==> src/rtl/tmu_pixout.sv <==
// TMU output stage: write-combines 16-bit pixels into one 32-byte FML line
// buffer and drains it as a 4-beat write burst on line change or flush.
module tmu_pixout #(
  parameter int fml_depth = 26
) (
  input  logic                 sys_clk,
  input  logic                 sys_rst_n,
  input  logic                 flush,
  output logic                 busy,
  input  logic                 pipe_stb_i,
  output logic                 pipe_ack_o,
  input  logic [15:0]          src_pixel,
  input  logic [fml_depth-2:0] dst_addr1,
  output logic [fml_depth-1:0] fml_adr,
  output logic                 fml_stb,
  output logic                 fml_we,
  input  logic                 fml_ack,
  output logic [7:0]           fml_sel,
  output logic [63:0]          fml_do,
  output logic                 inc_writes
);

  localparam int TAG_W = fml_depth - 5;

  typedef enum logic [2:0] {
    IDLE  = 3'd0,
    WRITE = 3'd1,
    BEAT1 = 3'd2,
    BEAT2 = 3'd3,
    BEAT3 = 3'd4,
    BEAT4 = 3'd5
  } state_t;

  // Big-endian lane placement: lane 0 occupies the top half-word of a beat.
  function automatic logic [7:0] lane_sel(input logic [1:0] lane);
    lane_sel = 8'hC0 >> {lane, 1'b0};
  endfunction

  function automatic logic [63:0] lane_bits(input logic [15:0] pix, input logic [1:0] lane);
    lane_bits = {pix, 48'h0000_0000_0000} >> {lane, 4'h0};
  endfunction

  state_t              state_r;
  state_t              state_nxt_s;
  logic                valid_r;
  logic                valid_nxt_s;
  logic                pending_r;
  logic                pending_nxt_s;
  logic                burst_flush_r;
  logic                rdy_r;
  logic [TAG_W-1:0]    tag_r;
  logic [31:0]         mask_r;
  logic [3:0][63:0]    data_r;

  logic [fml_depth-1:0] fml_adr_r;
  logic                 fml_stb_r;
  logic                 fml_we_r;
  logic [7:0]           fml_sel_r;
  logic [63:0]          fml_do_r;
  logic                 inc_writes_r;
  logic                 busy_r;

  logic [TAG_W-1:0]    pix_tag_s;
  logic [1:0]          pix_beat_s;
  logic [1:0]          pix_lane_s;
  logic                hit_s;
  logic                ack_s;
  logic                accept_s;

  assign pix_tag_s  = dst_addr1[fml_depth-2:4];
  assign pix_beat_s = dst_addr1[3:2];
  assign pix_lane_s = dst_addr1[1:0];
  assign hit_s      = (tag_r == pix_tag_s);

  // rdy_r keeps the ack low while in reset and for the first edge after it.
  assign ack_s    = rdy_r & (state_r == IDLE) & ~pending_r & ~flush & (~valid_r | hit_s);
  assign accept_s = pipe_stb_i & ack_s;

  // Next-state, buffer-valid and flush-pending decode.
  always_comb begin
    state_nxt_s   = state_r;
    valid_nxt_s   = valid_r;
    pending_nxt_s = pending_r;
    case (state_r)
      IDLE: begin
        if (pending_r & valid_r) begin
          state_nxt_s = WRITE;
        end else if (pending_r) begin
          pending_nxt_s = 1'b0;
        end else if (pipe_stb_i & valid_r & ~hit_s) begin
          state_nxt_s = WRITE;
        end else if (accept_s) begin
          valid_nxt_s = 1'b1;
        end else begin
          state_nxt_s = IDLE;
        end
      end
      WRITE: begin
        if (fml_ack) begin
          state_nxt_s = BEAT1;
        end else begin
          state_nxt_s = WRITE;
        end
      end
      BEAT1: state_nxt_s = BEAT2;
      BEAT2: state_nxt_s = BEAT3;
      BEAT3: state_nxt_s = BEAT4;
      BEAT4: begin
        state_nxt_s = IDLE;
        valid_nxt_s = 1'b0;
        if (burst_flush_r) begin
          pending_nxt_s = 1'b0;
        end else begin
          pending_nxt_s = pending_r;
        end
      end
      default: begin
        state_nxt_s   = IDLE;
        valid_nxt_s   = 1'b0;
        pending_nxt_s = 1'b0;
      end
    endcase
    // A new flush request always wins over any clear in the same cycle.
    if (flush) begin
      pending_nxt_s = 1'b1;
    end else begin
      pending_nxt_s = pending_nxt_s;
    end
  end

  // Control state, tag and burst address registers.
  always_ff @(posedge sys_clk or negedge sys_rst_n) begin
    if (!sys_rst_n) begin
      state_r       <= IDLE;
      valid_r       <= 1'b0;
      pending_r     <= 1'b0;
      burst_flush_r <= 1'b0;
      rdy_r         <= 1'b0;
      tag_r         <= '0;
      fml_adr_r     <= '0;
    end else begin
      state_r   <= state_nxt_s;
      valid_r   <= valid_nxt_s;
      pending_r <= pending_nxt_s;
      rdy_r     <= 1'b1;
      if (accept_s) begin
        tag_r <= pix_tag_s;
      end
      if ((state_r == IDLE) && (state_nxt_s == WRITE)) begin
        burst_flush_r <= pending_r;
        fml_adr_r     <= {tag_r, 5'b0_0000};
      end
    end
  end

  // Line buffer data and byte mask; the mask empties once the burst drains.
  always_ff @(posedge sys_clk or negedge sys_rst_n) begin
    if (!sys_rst_n) begin
      data_r <= '0;
      mask_r <= 32'h0000_0000;
    end else if (accept_s) begin
      data_r[pix_beat_s] <= (data_r[pix_beat_s] & ~lane_bits(16'hFFFF, pix_lane_s))
                            | lane_bits(src_pixel, pix_lane_s);
      mask_r <= mask_r | ({24'h00_0000, lane_sel(pix_lane_s)} << {pix_beat_s, 3'b000});
    end else if (state_r == BEAT4) begin
      mask_r <= 32'h0000_0000;
    end
  end

  // FML outputs registered from the next state so beats line up with it.
  always_ff @(posedge sys_clk or negedge sys_rst_n) begin
    if (!sys_rst_n) begin
      fml_stb_r    <= 1'b0;
      fml_we_r     <= 1'b0;
      fml_sel_r    <= 8'h00;
      fml_do_r     <= 64'h0;
      inc_writes_r <= 1'b0;
      busy_r       <= 1'b0;
    end else begin
      fml_stb_r    <= (state_nxt_s == WRITE);
      fml_we_r     <= (state_nxt_s == WRITE);
      inc_writes_r <= (state_r == WRITE) & fml_ack;
      busy_r       <= valid_nxt_s | pending_nxt_s | (state_nxt_s != IDLE);
      case (state_nxt_s)
        BEAT1: begin
          fml_do_r  <= data_r[0];
          fml_sel_r <= mask_r[7:0];
        end
        BEAT2: begin
          fml_do_r  <= data_r[1];
          fml_sel_r <= mask_r[15:8];
        end
        BEAT3: begin
          fml_do_r  <= data_r[2];
          fml_sel_r <= mask_r[23:16];
        end
        BEAT4: begin
          fml_do_r  <= data_r[3];
          fml_sel_r <= mask_r[31:24];
        end
        default: begin
          fml_do_r  <= 64'h0;
          fml_sel_r <= 8'h00;
        end
      endcase
    end
  end

  assign pipe_ack_o = ack_s;
  assign fml_adr    = fml_adr_r;
  assign fml_stb    = fml_stb_r;
  assign fml_we     = fml_we_r;
  assign fml_sel    = fml_sel_r;
  assign fml_do     = fml_do_r;
  assign inc_writes = inc_writes_r;
  assign busy       = busy_r;

endmodule
==> config.mk <==
export PLATFORM = sky130hd
export DESIGN_NAME = tmu_pixout
export DESIGN_NICKNAME = d
export VERILOG_FILES = /design/src/rtl/tmu_pixout.sv
export SDC_FILE = /design/constraint.sdc
export NUM_CORES = 1
export LEC_CHECK = 0
export ABC_AREA = 1
export CORE_ASPECT_RATIO = 0.8
export CORE_UTILIZATION = 53
export CTS_CLUSTER_DIAMETER = 100
export CTS_CLUSTER_SIZE = 24
export DETAILED_ROUTE_END_ITERATION = 8
export GPL_TIMING_DRIVEN = 0
export PLACE_DENSITY_LB_ADDON = 0.05
export SYNTH_ARGS = -nofsm -noshare
export SYNTH_HDL_FRONTEND = slang
export SYNTH_SLANG_ARGS = --single-unit
export TNS_END_PERCENT = 1
==> constraint.sdc <==
create_clock -name sys_clk -period 1.85 [get_ports sys_clk]
set_clock_uncertainty 0.1 [all_clocks]
set_input_delay 0.37 -clock sys_clk [delete_from_list [all_inputs] [get_ports sys_clk]]
set_output_delay 0.37 -clock sys_clk [all_outputs]
set_load 0.01 [all_outputs]
==> results.toml <==
[drt]
drt-vias-per-instance = 5.94
routed-wl-met3_mm = 7.12
wl_met1_mm = 25.8
wl_per_cell_microns = 21.7
num_vias = 17500
dr_wl_met2_mm = 27.8
drt_iter0_drc = 2671
dr.pass1.iters = 6
ant_nets = 0
wl_mm = 63.7
drc = 0
topRoutingLayerUsed = "met5"

[placement]
placed_cells = 2890
gp_congestion = 0.965
place_ws_ns = -1.05
port_buffers = 140
place_area_sq_mm = 0.0211
dp_hpwl_mm = 42.2

[power]
leakage_nw = 10.6
pwr_density_cell_mw_per_mm2 = 989
ir_worst_vdd_uv = 675

[yosys]
syn_area_sq_mm = 0.0190
synth_cell_types = 30
synthAdderAreaFrac_pct = 0
yosys.area_share.simple_pct = 26.4
synth_area_per_cell_sq_um = 8.35
ys_warn_count = 0
ys_ff_latch = 412
yosysSeqAreaShare_pct = 54.4
synth_top_family_by_area = "simple AND/OR/NAND/NOR gates"
synthXorXnorAreaFrac_pct = 0.139
synth-compound-area-share_pct = 12.1
synthMuxAreaShare_pct = 0
synthCells = 2270

[worst_setup_path]
crit_arrival_ns = 1.94
startpoint = "state_r[0]$_DFF_PN0_"
cp_slowest_cell = "dfrtp_2"
critical_path_class = "register to output pin"
required_ns = 1.38
cp-end-kind = "output pin"
crit_end = "pipe_ack_o"
slowest_delay_ns = 0.47
cp-start-kind = "register"
rr_endpoint = "data_r[243]$_DFFE_PN0P_"
r2r_cells = 15
reg2reg_slack_ns = -0.46
worstPathMaxFanout = 4
r2r_start = "tag_r[16]$_DFFE_PN0P_"
crit_chain = "nor2_4 > nand2_1 > inv_2 > nand3_2 > nor2_8 > a21boi_4 > buf_2"

[clocking]
clock_sinks = 412
numCtsBuffers = 21
clockRootBuffer = "clkbuf_16"
holdBufCountCts = 1
clk_pin_slew_ns = 0.10
clk_path_buf_depth = 3
insertion_delay_ns = 0.58
htree_levels = 1
cts_tree = "built"

[floorplan]
fp.coreArea_sq_mm = 0.0350
die_w_microns = 213
die_h_microns = 171
initial_core_util_pct = 54.3
num_rows = 61
dieArea_sq_mm = 0.0365
boundaryPins = 149

[global_route]
grt_pass1_wl_mm = 96.0
grt_max_degree = 109
antenna_found_initial = 1
grt_overflow_total = 0
track_usage_pct = 34.9
grt_pass1_vias = 16400

[finish]
drive_gt1_share_pct = 9.98
area_growth_pct = 17.8
final_area_sq_mm = 0.0223
final_core_util_pct = 63.9
final_nets = 2512
layout_commonest_cell = "nand2_1"
diodes = 0
fillCellCount = 3021
fin_cells = 2938
most-common-layout-cells = "nand2_1 (963), dfrtp_1 (409), o21ai_1 (258), nand4_1 (126), dlygate4sd2_1 (96)"

[min_path]
hold_path_class = "primary input to async pin"

[timing]
layout_min_cycle_time_ns = 2.41
finalSetupViolCount = 345
hold_ws_ns = -0.180
finalMaxSlewViolations = 0
period_share_pct = 130
relSlewSlack_pct = 45.9
grt_setup_unrepaired = "true"
setup_ws_ns = -0.560
finalHoldViolations = 58
tightest_slew_ns = 0.809
max_freq_ghz = 0.415

[status]
status = "complete, but fails checks"
violations = "hold timing, setup timing"

[job]
cap_violations = 0
[flip-flops by register name, summed over array words and instances, names as in the netlist]
name           cells
data_r           256
fml_do            64
mask_r            32
fml_adr           21
tag_r             21
fml_sel            8
state_r            3
burst_flush_r      1
busy               1
fml_we             1
inc_writes         1
pending_r          1
rdy_r              1
valid_r            1
[metal layers]
metal	global-route usage, %	vias up
met5	0	-
met4	15.2	2
met3	8.22	173
met2	51.2	988
met1	49.6	8463
li1	-	7840
[per-stage QoR]
step / power, mW / setup TNS [ns]
floorplan: 14.1 / 0
global placement: 16.5 / -7618.96
detailed placement: 16.6 / -346.15
CTS: 21.8 / -70.65
global route: 23.0 / -150.90
finish: 22.1 / -111.36
[worst min path at each step]
stage / startpoint / end / slack, ns / cells past startpoint
finish: sys_rst_n / fml_adr[20]$_DFFE_PN0P_ / -0.18 / 2
global route: sys_rst_n / fml_adr[20]$_DFFE_PN0P_ / -0.13 / 2
CTS: pipe_stb_i / tag_r[18]$_DFFE_PN0P_ / 0.10 / 3
detailed placement: sys_rst_n / fml_adr[20]$_DFFE_PN0P_ / 0.22 / 1
global placement: fml_adr[22]$_DFFE_PN0P_ / fml_adr[22]$_DFFE_PN0P_ / 0.36 / 2
floorplan: sys_rst_n / burst_flush_r$_DFFE_PN0P_ / -0.03 / 0
[critical path: cells and delay by family, from the launching register on]
family / cells / cell delay [ns]
DFF: 1 / 0.47
and+or+nand+nor: 4 / 0.45
buffers and inverters: 2 / 0.23
AOI/OAI and AO/OA: 1 / 0.22
[where the power goes]
| part | internal, mW | total (mW) | switching [mW] |
|---|---|---|---|
| registers | 10.2 | 11.1 | 0.913 |
| clock network | 2.08 | 5.10 | 3.02 |
| logic | 2.05 | 5.92 | 3.87 |
| total | 14.3 | 22.1 | 7.80 |
[cell type report]
type / instances / area, sq um / share of cell area (%)
Clock inverter: 2 / 28.8 / 0.129
Tap cell: 472 / 591 / 2.64
Clock buffer: 21 / 526 / 2.35
Buffer: 152 / 1340 / 6.01
Inverter: 92 / 345 / 1.55
Multi-Input combinational cell: 1618 / 7500 / 33.6
Timing Repair Buffer: 169 / 1690 / 7.55
Sequential cell: 412 / 10300 / 46.2
[kinds of logic after synthesis]
logic type,count (synthesis)
AND/OR/NAND/NOR,1190
flip-flops,412
other,2
XOR/XNOR,3
AO/OA/AOI/OAI,419
buffers and inverters,244
[synth_stat cells, drive strengths merged]
master,n,area [sq um]
a21oi,66,330
nand2,975,3680
nor3,1,5.00
nand4,130,873
o21ai,275,1380
conb,2,7.51
dfrtp,412,10300
or2,1,6.26
nor2,41,210
inv,92,345
a31oi,2,12.5
a21boi,2,15.0
buf,78,697
nand3,42,240
xnor2,3,26.3
a22oi,74,556
clkbuf,74,278
[what timing repair did]
item	4_1_cts	5_1_grt
resized for setup	208	92
setup endpoints to repair	500	575
pin swaps	5	5
cloned	0	5
hold endpoints to repair	58	58
buffers inserted	13	7
(Power assumes the default switching activity.)
